## src/rtl/dma_copy.sv

```systemverilog
// Single-channel memory-to-memory copy engine: one bus read then one bus write per unit.
// Optional response timeout is built when DMA_TIMEOUT_EN is defined.
`ifndef BUS_WIDTH
`define BUS_WIDTH 32
`endif
`ifndef BUS_ACC_WIDTH
`define BUS_ACC_WIDTH 2
`endif
`ifndef BUS_ACC_1B
`define BUS_ACC_1B 2'd0
`endif
`ifndef BUS_ACC_2B
`define BUS_ACC_2B 2'd1
`endif
`ifndef BUS_ACC_4B
`define BUS_ACC_4B 2'd2
`endif

module dma_copy #(
    parameter int AW = 19,
    parameter int CW = 16
) (
    input  logic                      clk,
    input  logic                      rstn,
    input  logic                      start,
    input  logic [AW-1:0]             src,
    input  logic [AW-1:0]             dst,
    input  logic [CW-1:0]             count,
    input  logic [`BUS_ACC_WIDTH-1:0] unit,
    output logic                      busy,
    output logic                      done,
    output logic                      err,
    output logic [AW-1:0]             addr,
    output logic                      w_rb,
    output logic [`BUS_ACC_WIDTH-1:0] acc,
    output logic [`BUS_WIDTH-1:0]     wdata,
    output logic                      req,
    input  logic [`BUS_WIDTH-1:0]     rdata,
    input  logic                      resp,
    input  logic                      fault
);

    typedef enum logic [2:0] {IDLE, RD_REQ, RD_WAIT, WR_REQ, WR_WAIT} state_t;

    state_t                    state, state_nxt;
    logic [AW-1:0]             src_q, dst_q, src_nxt, dst_nxt, step;
    logic [CW-1:0]             cnt_q, cnt_nxt;
    logic [`BUS_ACC_WIDTH-1:0] unit_q, unit_nxt;
    logic [`BUS_WIDTH-1:0]     buf_q, buf_nxt;
    logic                      done_nxt, err_nxt;

`ifdef DMA_TIMEOUT_EN
    logic [7:0] tmo_q;
    logic       tmo_hit;

    // tmo_q holds the number of wait cycles already spent without resp
    always_ff @(posedge clk or negedge rstn) begin
        if (!rstn)
            tmo_q <= 8'd0;
        else if ((state == RD_WAIT || state == WR_WAIT) && !resp)
            tmo_q <= tmo_q + 8'd1;
        else
            tmo_q <= 8'd0;
    end

    assign tmo_hit = (tmo_q == 8'd254);
`endif

    // Unknown access encodings are treated as word-sized
    always_comb begin
        case (unit_q)
            `BUS_ACC_1B: step = AW'(1);
            `BUS_ACC_2B: step = AW'(2);
            default:     step = AW'(4);
        endcase
    end

    always_comb begin
        state_nxt = state;
        src_nxt   = src_q;
        dst_nxt   = dst_q;
        cnt_nxt   = cnt_q;
        unit_nxt  = unit_q;
        buf_nxt   = buf_q;
        done_nxt  = 1'b0;
        err_nxt   = err;
        case (state)
            IDLE: begin
                if (start) begin
                    err_nxt = 1'b0;
                    if (count != '0) begin
                        src_nxt   = src;
                        dst_nxt   = dst;
                        cnt_nxt   = count;
                        unit_nxt  = unit;
                        state_nxt = RD_REQ;
                    end else begin
                        done_nxt = 1'b1;
                    end
                end
            end
            RD_REQ: begin
                if (fault) begin
                    state_nxt = IDLE;
                    err_nxt   = 1'b1;
                    done_nxt  = 1'b1;
                end else begin
                    state_nxt = RD_WAIT;
                end
            end
            RD_WAIT: begin
                if (resp) begin
                    buf_nxt   = rdata;
                    state_nxt = WR_REQ;
                end
`ifdef DMA_TIMEOUT_EN
                else if (tmo_hit) begin
                    state_nxt = IDLE;
                    err_nxt   = 1'b1;
                    done_nxt  = 1'b1;
                end
`endif
            end
            WR_REQ: begin
                if (fault) begin
                    state_nxt = IDLE;
                    err_nxt   = 1'b1;
                    done_nxt  = 1'b1;
                end else begin
                    state_nxt = WR_WAIT;
                end
            end
            WR_WAIT: begin
                if (resp) begin
                    src_nxt = src_q + step;
                    dst_nxt = dst_q + step;
                    cnt_nxt = cnt_q - CW'(1);
                    if (cnt_q == CW'(1)) begin
                        state_nxt = IDLE;
                        done_nxt  = 1'b1;
                    end else begin
                        state_nxt = RD_REQ;
                    end
                end
`ifdef DMA_TIMEOUT_EN
                else if (tmo_hit) begin
                    state_nxt = IDLE;
                    err_nxt   = 1'b1;
                    done_nxt  = 1'b1;
                end
`endif
            end
            default: state_nxt = IDLE;
        endcase
    end

    always_ff @(posedge clk or negedge rstn) begin
        if (!rstn) begin
            state <= IDLE;
            src_q <= '0;
            dst_q <= '0;
            cnt_q <= '0;
            unit_q <= '0;
            buf_q <= '0;
            done  <= 1'b0;
            err   <= 1'b0;
        end else begin
            state <= state_nxt;
            src_q <= src_nxt;
            dst_q <= dst_nxt;
            cnt_q <= cnt_nxt;
            unit_q <= unit_nxt;
            buf_q <= buf_nxt;
            done  <= done_nxt;
            err   <= err_nxt;
        end
    end

    // Bus request fields load only on entry to a request state, so they stay put until resp
    always_ff @(posedge clk or negedge rstn) begin
        if (!rstn) begin
            req   <= 1'b0;
            addr  <= '0;
            w_rb  <= 1'b0;
            acc   <= '0;
            wdata <= '0;
        end else begin
            req <= (state_nxt == RD_REQ) || (state_nxt == WR_REQ);
            if (state_nxt == RD_REQ) begin
                addr <= src_nxt;
                w_rb <= 1'b0;
                acc  <= unit_nxt;
            end else if (state_nxt == WR_REQ) begin
                addr  <= dst_nxt;
                w_rb  <= 1'b1;
                acc   <= unit_nxt;
                wdata <= buf_nxt;
            end
        end
    end

    assign busy = (state != IDLE);

endmodule
```

## config.mk

```make
export PLATFORM = sky130hd
export DESIGN_NAME = dma_copy
export DESIGN_NICKNAME = d
export VERILOG_FILES = /design/src/rtl/dma_copy.sv
export SDC_FILE = /design/constraint.sdc
export NUM_CORES = 1
export LEC_CHECK = 0
export CORE_UTILIZATION = 54
export DETAILED_ROUTE_END_ITERATION = 16
export GPL_TIMING_DRIVEN = 0
export PLACE_DENSITY = 0.84
export SYNTH_ARGS = -nofsm -noshare
export SYNTH_HDL_FRONTEND = slang
export SYNTH_SLANG_ARGS = --single-unit
```

## constraint.sdc

```tcl
create_clock -name clk -period 4 [get_ports clk]
set_clock_uncertainty 0.2 [all_clocks]
set_input_delay 0.8 -clock clk [delete_from_list [all_inputs] [get_ports clk]]
set_output_delay 0.8 -clock clk [all_outputs]
set_load 0.05 [all_outputs]
```

==> metrics.md <==
| Metric | Value |
|---|---|
| Clock slew at reported path FFs | 0.06 ns |
| Crit path max fanout | 10 |
| Yosys Warn Count | 0 |
| Num Clock Sinks | 116 |
| CP max stage delay | 0.61 ns |
| Die height | 110 um |
| Post-Synth XOR/XNOR Area | 0.691% |
| Worst path arrival time | 3.98 ns |
| Slew Viols, Final | 0 |
| Bufs and invs on worst path | 3 |
| Final ANT Viol Nets | 0 |
| Combinational group share of total power | 52.0% |
| Hold Vio Cnt, Final | 0 |
| Max cap viols | 0 |
| Synth Cell Area | 0.00634 mm^2 |
| Clock power frac | 19.3% |
| Worst-Skew Late Latency | 0.43 ns |
| Crit. End Element | flip-flop |
| Worst hold path type | primary input to asynchronous set/reset pin |
| Int Power | 4.14 mW |
| Layout filler cell count | 829 |
| CTS tree | built |
| DP Cell Count | 1027 |
| Max Clk Rate | 261 MHz |
| Final period utilization | 95.9% |
| Pre-antenna DRT Iters | 6 |
| Detailed-route vias per instance | 6.19 |
| Mean routed wirelength per cell | 20.1 um |
| Syn Nets | 832 |
| Synth Area in Adders | 1.34% |
| First DRT Iteration DRCs | 827 |
| Seq pwr share | 28.7% |
| Worst EP required | 4.14 ns |
| R2R depth | 10 |
| Area of the die | 0.0122 mm^2 |
| Largest net degree at the start of global routing | 80 |
| RSZ-0062 raised after global routing | false |
| Synth Register Bits | 116 |
| Net Sw Frac | 47.2% |
| Layout Cells excl Fill | 1056 |
| Core Util, Final | 75.7% |
| Port buffer count | 150 |
| Total vias in the final route | 6534 |
| Main combinational cell family by area after synthesis | simple AND/OR/NAND/NOR gates |
| Number of flops mapped to enable cells by yosys | 0 |
| Core ar. | 0.0114 mm^2 |
| Layout area overhead | 36.4% |
| RePlAce Congestion | 0.989 |
| Area post-placement | 0.00805 mm^2 |
| Post-synthesis mux area share | 3.36% |
| Vias in the first global route | 6401 |
| Top_reg_cell synth | dfrtp_1 |
| Slew Limit Headroom | 35.0% |
| Post-Synth Simple-Gate Area | 24.8% |
| Slowest cell on crit path | nor4_1 |
| Clk buf depth | 2 |
| End of the worst register-to-register path | addr[18]$_DFFE_PN0P_ |
| Power Dens Cells | 908 mW/mm^2 |
| Cells along the critical path | clkdlybuf4s50_1 > nor4_1 > nand4_1 > nand2_1 > buf_2 > nand2_1 > buf_2 > o211ai_1 |
| Syn_area_per_cell | 8.65 um^2 |
| Tightest Pin Transition | 0.962 ns |
| Startpoint types | primary input |
| Num CTS Buffers | 17 |
| CTS hold repair buffers | 0 |
| Switching power total | 3.70 mW |
| Async SR Flop Fraction | 100% |
| Die width | 110 um |
| Overflow after GRT | 0 |
| IO Pins | 151 |
| Cell variety after synth | 63 |
| Peak supply drop | 0.631 mV |
| CP top delay family | simple AND/OR/NAND/NOR gates |
| Worst r2r src | unit_q[1]$_DFF_PN0_ |
| Footprint of the multi-input gates | 0.00321 mm^2 |
| Initial antenna violation count | 0 |
| CP Class | primary input to flip-flop |
| DRC Markers | 0 |
| Status | complete, no violations |
| # diodes | 0 |
| Share of layout cells above drive strength 1 | 6.46% |
| Post-layout minimum cycle time | 3.84 ns |
| Total Routed Length | 21200 um |
| Final nets | 1001 |
| Post-route design area | 0.00864 mm^2 |
| Sum Neg Setup Slack | 0 ns |
| Setup violators final | 0 |
| Cells after Synth | 733 |
| Initial Util | 55.5% |
| CTS Root Cell | clkbuf_16 |
| Global-route wire length before repair | 32600 um |
| Compound-gate portion of the synthesized area | 20.2% |
| CTS H-Tree Depth | 4 |
| Leak Pwr | 3.69 nW |
| Register area share after synthesis | 45.8% |
| Sequential cell area | 0.00290 mm^2 |
| Gr usage total | 36.5% |
| # rows | 39 |
| HPWL after detailed placement | 15400 um |
| Worst R2R Setup Slack | 0.47 ns |
| Total Power | 7.85 mW |
## metal layers
| metal | vias up | global-route usage [%] | wire [um] |
|---|---|---|---|
| met2 | 379 | 58.0 | 9930 |
| met5 | - | 0 | 0 |
| met1 | 3114 | 46.3 | 8530 |
| met3 | 48 | 12.0 | 2270 |
| li1 | 2993 | - | - |
| met4 | 0 | 14.0 | 515 |
## how the worst max path moves through the flow
stage | from | end | slack [ns] | cells after the start
finish | count[3] | cnt_q[0]$_DFFE_PN0P_ | 0.16 | 8
CTS | resp | wdata[13]$_DFFE_PN0P_ | 0.17 | 8
global placement | rstn | wdata[16]$_DFFE_PN0P_ | -2.56 | 1
floorplan | count[11] | acc[0]$_DFFE_PN0P_ | 1.07 | 6
global route | state[2]$_DFF_PN0_ | busy | 0.11 | 6
detailed placement | resp | addr[11]$_DFFE_PN0P_ | -0.26 | 8
## area by class of cell
cell class | count | area share (%)
inverter | 11 | 0.478
clock buffer | 22 | 5.60
buffer | 44 | 2.23
sequential | 116 | 33.6
timing repair buffer | 151 | 17.7
multi-input combinational | 561 | 37.2
clock inverter | 8 | 1.17
tap | 143 | 2.07
## synthesized netlist by cell type, types with 4 or more instances
library cell  number  area (um^2)
a22o_1             8         70.1
a21oi_1           47          235
clkbuf_1          28          105
mux2i_1           19          190
buf_2              6         30.0
buf_1              8         30.0
nand4_1            9         56.3
and4_1             5         43.8
o22ai_1           17          106
a22oi_1           12         90.1
o21ai_0           28          140
a211oi_1           4         30.0
inv_1             11         41.3
or2_2              4         25.0
nor3b_1            4         30.0
a21o_1             9         67.6
nor2_1            54          203
nand2_1          169          634
a221o_1            9         90.1
ha_1               6         75.1
nor3_1            27          135
and3_1             6         37.5
nor4_1             7         43.8
o22a_1             6         52.6
or3_1              8         50.1
nor2b_1            4         25.0
o32ai_1            6         52.6
nand3_1           31          155
xnor2_1            5         43.8
dfrtp_1          116         2900
## state kept, by name (all words and copies together), names as in the netlist
| register | cells |
|---|---|
| acc | 2 |
| addr | 19 |
| cnt_q | 16 |
| done | 1 |
| dst_q | 19 |
| err | 1 |
| req | 1 |
| src_q | 19 |
| state | 3 |
| unit_q | 2 |
| w_rb | 1 |
| wdata | 32 |
## cell families after synthesis
| group | after synthesis |
|---|---|
| simple gates | 344 |
| compound gates | 184 |
| flops | 116 |
| buf+inv | 56 |
| mux | 21 |
| fa+ha+maj | 7 |
| xor+xnor | 5 |
## what timing repair did
item,4_1_cts,5_1_grt
resized for setup,3,0
setup buffers,0,0
hold endpoints to repair,0,0
endpoints found under the setup margin,1,0
## power by group through the flow
stage,sequential [mW],clock (mW),combinational [mW]
finish,2.25,1.52,4.08
global route,2.31,1.58,4.35
CTS,2.23,1.52,4.04
detailed placement,2.24,0,4.00
global placement,2.21,0,3.91
floorplan,3.07,0,1.78
## cell usage in the layout, fill, tap and decap left out, types with 7 or more instances in the layout
| master | count |
|---|---|
| nand2_1 | 169 |
| clkdlybuf4s50_1 | 149 |
| dfrtp_1 | 116 |
| nor2_1 | 53 |
| a21oi_1 | 47 |
| nand3_1 | 31 |
| clkbuf_1 | 28 |
| o21ai_0 | 28 |
| nor3_1 | 26 |
| mux2i_1 | 19 |
| o22ai_1 | 17 |
| clkbuf_16 | 17 |
| a22oi_1 | 12 |
| inv_1 | 11 |
| a21o_1 | 9 |
| nand4_1 | 9 |
| a221o_1 | 9 |
| or3_1 | 8 |
| a22o_1 | 8 |
| buf_1 | 7 |
| buf_2 | 7 |
| nor4_1 | 7 |
## stage by stage
step	worst slack [ns]	hold WS [ns]
6_report	0.164	0.0705
5_1_grt	0.109	0.0989
4_1_cts	0.167	0.0799
3_5_place_dp	-0.264	0.262
3_3_place_gp	-2.56	0.258
2_1_floorplan	1.07	0.266
No activity file was read; power rests on OpenSTA's default activity.
